## src/rtl/clkdiv_if.sv

```systemverilog
// clkdiv_if: control and status bundle for clkdiv_bank; sync_i exists only with CLKDIV_SYNC_EN.
interface clkdiv_if #(
  parameter int N   = 4,
  parameter int CW  = 7,
  parameter int CHW = (N > 1) ? $clog2(N) : 1
);
  logic [N-1:0]   en;
  logic           wr_en;
  logic [CHW-1:0] wr_ch;
  logic [CW-1:0]  wr_data;
`ifdef CLKDIV_SYNC_EN
  logic           sync_i;
`endif
  logic [N-1:0]   CLKOUT;
  logic [N-1:0]   tick;
  logic [N-1:0]   pend;
`ifdef CLKDIV_SYNC_EN
  modport master (output en, wr_en, wr_ch, wr_data, sync_i, input CLKOUT, tick, pend);
  modport slave  (input en, wr_en, wr_ch, wr_data, sync_i, output CLKOUT, tick, pend);
`else
  modport master (output en, wr_en, wr_ch, wr_data, input CLKOUT, tick, pend);
  modport slave  (input en, wr_en, wr_ch, wr_data, output CLKOUT, tick, pend);
`endif
endinterface

```

## src/rtl/clkdiv_bank.sv

```systemverilog
// clkdiv_bank: N independent even-ratio clock dividers with boundary-committed terminal counts.
// Optional phase-align strobe sync_i is built when CLKDIV_SYNC_EN is defined.
module clkdiv_bank #(
  parameter int N          = 4,
  parameter int CW         = 7,
  parameter int DEFAULT_TC = 81
) (
  input logic     CLKIN,
  input logic     aclr_i,
  clkdiv_if.slave bus
);
  localparam int CHW = (N > 1) ? $clog2(N) : 1;
  localparam logic [CW-1:0] TC0 = CW'(DEFAULT_TC);
  for (genvar c = 0; c < N; c++) begin : g_ch
    logic [CW-1:0] cnt, term, shadow;
    logic clk_q, tick_q, pend_q;
    logic hit, bnd, sy;
    assign hit = bus.wr_en && (bus.wr_ch == CHW'(c));
    assign bnd = cnt == term;
`ifdef CLKDIV_SYNC_EN
    assign sy = bus.sync_i;
`else
    assign sy = 1'b0;
`endif
    // term only changes at a half-period boundary (or sync) so no runt half-periods occur
    always_ff @(posedge CLKIN or posedge aclr_i) begin
      if (aclr_i) begin
        cnt    <= '0;
        term   <= TC0;
        shadow <= TC0;
        pend_q <= 1'b0;
        clk_q  <= 1'b0;
        tick_q <= 1'b0;
      end else if (!bus.en[c]) begin
        cnt    <= '0;
        clk_q  <= 1'b0;
        tick_q <= 1'b0;
        if (hit) begin
          term   <= bus.wr_data;
          shadow <= bus.wr_data;
          pend_q <= 1'b0;
        end
      end else begin
        if (sy) begin
          cnt    <= '0;
          clk_q  <= 1'b0;
          tick_q <= 1'b0;
        end else if (bnd) begin
          cnt    <= '0;
          clk_q  <= ~clk_q;
          tick_q <= 1'b1;
        end else begin
          cnt    <= cnt + 1'b1;
          tick_q <= 1'b0;
        end
        if ((sy || bnd) && pend_q) term <= shadow;
        if (hit) begin
          shadow <= bus.wr_data;
          pend_q <= 1'b1;
        end else if (sy || bnd) begin
          pend_q <= 1'b0;
        end
      end
    end
    assign bus.CLKOUT[c] = clk_q;
    assign bus.tick[c]   = tick_q;
    assign bus.pend[c]   = pend_q;
  end
endmodule

```

## src/flat_wrapper.sv

```systemverilog
// flat-port wrapper written by rule: the top's interface ports become plain ports
module clkdiv_bank_flat 
#(
  parameter int N          = 4,
  parameter int CW         = 7,
  parameter int DEFAULT_TC = 81
)
  (CLKIN, aclr_i, bus_en, bus_wr_en, bus_wr_ch, bus_wr_data, bus_CLKOUT, bus_tick, bus_pend);
  clkdiv_if #(.N(N), .CW(CW)) bus_i ();
  input logic CLKIN;
  input logic aclr_i;
  input wire logic [$bits(bus_i.en)-1:0] bus_en;
  input wire logic [$bits(bus_i.wr_en)-1:0] bus_wr_en;
  input wire logic [$bits(bus_i.wr_ch)-1:0] bus_wr_ch;
  input wire logic [$bits(bus_i.wr_data)-1:0] bus_wr_data;
  output wire logic [$bits(bus_i.CLKOUT)-1:0] bus_CLKOUT;
  output wire logic [$bits(bus_i.tick)-1:0] bus_tick;
  output wire logic [$bits(bus_i.pend)-1:0] bus_pend;
  assign bus_i.en = bus_en;
  assign bus_i.wr_en = bus_wr_en;
  assign bus_i.wr_ch = bus_wr_ch;
  assign bus_i.wr_data = bus_wr_data;
  assign bus_CLKOUT = bus_i.CLKOUT;
  assign bus_tick = bus_i.tick;
  assign bus_pend = bus_i.pend;
  clkdiv_bank #(.N(N), .CW(CW), .DEFAULT_TC(DEFAULT_TC)) u_core (.CLKIN(CLKIN), .aclr_i(aclr_i), .bus(bus_i));
endmodule
```

## config.mk

```make
export PLATFORM = sky130hd
export DESIGN_NAME = clkdiv_bank_flat
export DESIGN_NICKNAME = d
export VERILOG_FILES = /design/src/rtl/clkdiv_if.sv /design/src/rtl/clkdiv_bank.sv /design/src/flat_wrapper.sv
export SDC_FILE = /design/constraint.sdc
export NUM_CORES = 1
export LEC_CHECK = 0
export CAP_MARGIN = 20
export CORE_MARGIN = 5
export CORE_UTILIZATION = 30
export DETAILED_ROUTE_END_ITERATION = 12
export GPL_ROUTABILITY_DRIVEN = 0
export PLACE_DENSITY = 0.55
export SYNTH_ARGS = -nofsm -noshare
export SYNTH_HDL_FRONTEND = slang
export SYNTH_SLANG_ARGS = --single-unit
```

## constraint.sdc

```tcl
create_clock -name CLKIN -period 4 [get_ports CLKIN]
set_input_delay 1 -clock CLKIN [delete_from_list [all_inputs] [get_ports CLKIN]]
set_output_delay 1 -clock CLKIN [all_outputs]
set_load 0.05 [all_outputs]
```

==> flow_summary.toml, run 1 <==
[route]
wl_per_cell_um = 14.3
vias = 2631
antenna_left = 0
finalWirelength_mm = 8.16
drc = 0
dr.pass1.iters = 4
drt-initial-drc-count = 110
routed_via_density = 4.60

[floorplan]
rows = 45
io-pin-count = 28
coreArea_sq_um = 15100
fp.dieArea_sq_um = 18000
die_h_um = 134
initial_core_util_pct = 30.5
die_w_um = 134

[global_route]
grt_pass1_wl_mm = 14.1
grt.overflow.total = 0
grt_pass1_vias = 2851
antenna_found_initial = 0
grt.total_usage_pct = 9.86
grt_start_max_net_pins = 90

[clocking]
root_buffer = "clkbuf_16"
cts_buffer_depth = 2
cts_tree = "yes"
htreeDepth = 3
insertion_delay_ps = 340
numCtsBuffers = 9
cts_resized = 0
cts_setup_buffers = 0
cts_sinks = 96
path_clk_slew_ps = 60
hold_buffers = 0

[layout]
fin_util_pct = 35.1
drive_gt1_share_pct = 33.1
area_growth_pct = 14.9
final_cell_mix = "72 x dfrtp_1, 63 x mux2_2, 40 x xnor2_1"
layout_commonest_cell = "dfrtp_1"
fin_cells = 572
diodes = 0
fin_nets = 400

[placement]
placed_cells = 557
io_buffers = 27
dp_hpwl_mm = 5.63

[timing]
clock.fmax_ghz = 0.373
rsz0062_at_grt = "false"
hold_viol = 0
holdWs_ps = 501
worst_pin_slew_ps = 601
period_minus_slack_ps = 2680
finClkSkew_ps = 5.19
report.final.setup_viol = 0
finalMaxSlewViolations = 0
setup_tns_ps = 0
max-slew-margin-rel_pct = 59.9
fin_crit_sh_pct = 67.0

[critical_path]
worstPathRequired_ps = 4230
crit_fanout = 10
worstSetupPathType = "input pin to register"
arrival_ps = 2910
worstSetupEndpointType = "register"
startpoint_type = "input pin"

[logic_synthesis]
syn_nets = 383
syn_area_per_cell_sq_um = 12.7
ys_warn_count = 0
synthCells = 363
synth_seq_cells = 96
yosysSeqAreaShare_pct = 52.6
synthDistinctLibCells = 33
synth_area_sq_um = 4620

[power]
p_leak_uw = 0.00222
peakVddDrop_mv = 0.232
p_total_uw = 3140
power_density_nw_per_um2 = 591

[hold_path]
holdCritPathClass = "register to register"

[status]
outcome = "finished, final reports clean"

[flow_run]
maxCapViolCount = 0
worst max-delay path, stage by stage:
cell             delay (ps)
clkdlybuf4s50_1         540
nand3b_1                470
o32a_1                  550
mux2_4                  340
synth_stat cells:
master,number,area share (%)
nand3b_1,2,0.32
a21boi_0,2,0.32
and2_1,2,0.27
dfstp_2,24,14
mux2_4,21,6.8
buf_2,3,0.32
nor2_1,34,2.8
inv_1,7,0.57
nor3b_1,1,0.16
dfrtp_1,72,39
nor3_1,2,0.22
mux2i_1,2,0.43
o21ai_1,4,0.43
and3_1,4,0.54
mux2_2,63,15
ha_1,4,1.1
o32a_1,2,0.43
nand2_1,11,0.89
nand3_1,13,1.4
o21ai_0,4,0.43
or3_1,4,0.54
nand4_1,4,0.54
buf_6,2,0.49
xnor2_1,40,7.6
or3b_2,1,0.19
nand2b_1,1,0.14
o22ai_1,2,0.27
xor2_1,8,1.5
o31a_1,2,0.38
buf_4,13,2.1
clkbuf_1,5,0.41
a21oi_1,2,0.22
a31oi_1,2,0.27
routing by layer:
layer	share of wire [%]	track usage (%)	vias up	routed length [um]
met1	49	12.8	1318	4010
met5	0	0	-	0
met4	1.6	3.22	0	129
li1	-	-	1265	-
met3	4.0	3.56	10	326
met2	45	15.4	38	3690
sequential cells by signal, summed over array words and instances, names as in the netlist:
signal and count:
u_core.g_ch.clk_q 4, u_core.g_ch.cnt 28, u_core.g_ch.pend_q 4, u_core.g_ch.shadow 28, u_core.g_ch.term 28, u_core.g_ch.tick_q 4
worst paths after layout:
path	slack [ps]	depth (start not counted)	startpoint	to
hold / removal	500	1	u_core.g_ch[3].cnt[0]	u_core.g_ch[3].cnt[0]
max in group asynchronous	2420	3	aclr_i	u_core.g_ch[2].term[6]
hold reg to reg	500	1	u_core.g_ch[3].cnt[0]	u_core.g_ch[3].cnt[0]
min in group asynchronous	860	2	aclr_i	u_core.g_ch[1].cnt[2]
setup / recovery	1320	4	bus_wr_ch[1]	u_core.g_ch[1].term[1]
setup reg to reg	2090	4	u_core.g_ch[1].term[6]	u_core.g_ch[1].term[1]
power by group:
part	switching (uW)	internal, uW
Combinational	348	454
Sequential	177	1280
Clock	352	530
Total	876	2260
cells by family (layout without fill, tap and decap cells):
| kind of cell | after synthesis | in the layout | share of synthesized area [%] |
|---|---|---|---|
| simple gates | 79 | 79 | 7.98 |
| compound gates | 20 | 20 | 2.76 |
| buf+inv | 30 | 51 | 3.90 |
| xor+xnor | 48 | 48 | 9.09 |
| flops | 96 | 96 | 52.6 |
| fa+ha+maj | 4 | 4 | 1.08 |
| mux | 86 | 86 | 22.6 |
per-stage QoR:
| stage | worst slack [ps] | area [sq um] |
|---|---|---|
| 2_1_floorplan | 534 | 4620 |
| 3_3_place_gp | 1040 | 5000 |
| 3_5_place_dp | 992 | 5000 |
| 4_1_cts | 1350 | 5310 |
| 5_1_grt | 1230 | 5310 |
| 6_report | 1320 | 5310 |
cell type report:
cell class	instances	area, sq um
clock buffer	12	267
clock inverter	3	40.0
fill	1447	9830
inverter	7	27.5
multi-input combinational	237	2010
sequential	96	2430
tap	188	235
timing repair buffer	29	298
No activity file was read; power rests on OpenSTA's default activity.
==> run 2, diff against run 1 <==
==> constraint.sdc (replaced) <==
create_clock -name CLKIN -period 2.7 [get_ports CLKIN]
set_input_delay 0.675 -clock CLKIN [delete_from_list [all_inputs] [get_ports CLKIN]]
set_output_delay 0.675 -clock CLKIN [all_outputs]
set_load 0.05 [all_outputs]
==> run 2 against run 1 <==
Net effect:
- utilization grew 0.27 points
- critical path depth shrank 3
- critical endpoint is now bus_pend[0]
- worst hold slack lost 4.2 ps
- clock skew shrank 2.4 ps
==> flow_summary.toml, run 2 (synthesis gave the netlist of run 1 again) <==
[status]
outcome = "finished, final reports clean"

[critical_path]
r2r_start = "u_core.g_ch[2].term[4]"
cp_slowest_stage_delay_ps = 840
crit_fanout = 3
r2r_end = "u_core.g_ch[2].term[3]"
reg2reg_slack_ps = 750
startpoint_type = "register"
worstSetupPathType = "register to output port"
path_cells = "clkdlybuf4s50_1"
path_buf_inv = 1
worstPathRequired_ps = 2030
worstSetupEndpointType = "output port"
reg2regPathDepth = 4
cp_top_family = "buffers and inverters"
slowest_stage = "clkdlybuf4s50_1"
arrival_ps = 1560

[hold_path]
min_delay_path_depth = 1
hold_end = "u_core.g_ch[0].cnt[0]"
hp-start = "u_core.g_ch[0].cnt[0]"
holdCritPathClass = "register to register"

[route]
drt-initial-drc-count = 103
vias = 2679
wl_per_cell_um = 14.4
dr.pass1.iters = 4
drc = 0
routed_via_density = 4.63
antenna_left = 0
finalWirelength_mm = 8.32

[global_route]
antenna_found_initial = 0
grt_pass1_vias = 2744
top_usage_layer = "met2"
grt_pass1_wl_mm = 14.2
grt.total_usage_pct = 10.0
gr-usage-met3_pct = 3.00
grt_start_max_net_pins = 97
gr-usage-met1_pct = 13.8
use_met2_pct = 15.0
grt.overflow.total = 0

[clocking]
cts_setup_buffers = 0
cts_sinks = 96
root_buffer = "clkbuf_16"
cts_tree = "yes"
cts_buffer_depth = 2
numCtsBuffers = 9
path_clk_slew_ps = 60
hold_buffers = 0
cts_resized = 0
insertion_delay_ps = 340
htreeDepth = 3

[flow_run]
maxCapViolCount = 0

[floorplan]
io-pin-count = 28
fp.dieArea_sq_um = 18000
die_w_um = 134
coreArea_sq_um = 15100
initial_core_util_pct = 30.5
rows = 45
die_h_um = 134

[timing]
period_minus_slack_ps = 2240
finalMaxSlewViolations = 0
finClkSkew_ps = 2.79
fin_crit_sh_pct = 82.8
rsz0062_at_grt = "false"
hold_viol = 0
max-slew-margin-rel_pct = 64.6
setup_tns_ps = 0
report.final.setup_viol = 0
clock.fmax_ghz = 0.447
worst_pin_slew_ps = 529

[power]
peakVddDrop_mv = 0.402
power_density_nw_per_um2 = 867
p_leak_uw = 0.00224

[layout]
drive_gt1_share_pct = 33.8
fin_nets = 406
final_cell_mix = "72 x dfrtp_1, 63 x mux2_2, 40 x xnor2_1"
reg_top3 = "u_core.g_ch.cnt: 28 flops, u_core.g_ch.shadow: 28 flops, u_core.g_ch.term: 28 flops"
diodes = 0
layout_commonest_cell = "dfrtp_1"
fillers = 1456
area_growth_pct = 15.7
postLayoutCellArea_sq_um = 5350

[placement]
io_buffers = 27
placed_area_sq_um = 5050
dp_hpwl_mm = 5.83
==> run 2: cell type report <==
class                      count  area (sq um)  area share [%]
clock buffer                  13           260            4.86
clock inverter                 3          40.0           0.748
inverter                       7          30.0           0.561
multi-input combinational    237          2010            37.6
sequential                    96          2430            45.4
tap                          188           235            4.39
timing repair buffer          35           343            6.40
==> run 2: per-stage QoR <==
| stage | hold slack [ps] | util, % | std cells | setup slack [ps] | total power [uW] |
|---|---|---|---|---|---|
| global placement | 483 | 33.4 | 563 | 322 | 3370 |
| detailed placement | 487 | 33.4 | 563 | 288 | 3390 |
| CTS | 501 | 35.3 | 579 | 421 | 4710 |
| global route | 516 | 35.3 | 579 | 402 | 4910 |
| finish | 497 | 35.3 | 579 | 463 | 4640 |
| floorplan | 466 | - | 363 | 805 | 3130 |
==> run 2: layer usage <==
layer	part of all wire, %	up-vias
met3	3.8	11
met1	50	1344
met5	0	-
li1	-	1287
met2	45	37
met4	1.6	0
==> run 2: worst max path at each step <==
| stage | slack [ps] | endpoint | cells past startpoint | startpoint |
|---|---|---|---|---|
| floorplan | 800 | u_core.g_ch[0].term[1] | 6 | bus_en[0] |
| global placement | 320 | u_core.g_ch[0].term[2] | 5 | bus_wr_en |
| detailed placement | 290 | u_core.g_ch[1].term[2] | 4 | bus_wr_ch[1] |
| CTS | 420 | bus_pend[0] | 1 | u_core.g_ch[0].pend_q |
| global route | 400 | bus_pend[0] | 1 | u_core.g_ch[0].pend_q |
| finish | 460 | bus_pend[0] | 1 | u_core.g_ch[0].pend_q |
==> run 2: power breakdown <==
group	internal, uW	switching (uW)	leakage [uW]	total (uW)
logic	679	524	0.000912	1200
clock network	766	516	0.000150	1280
registers	1890	263	0.00118	2150
total	3340	1300	0.00224	4640
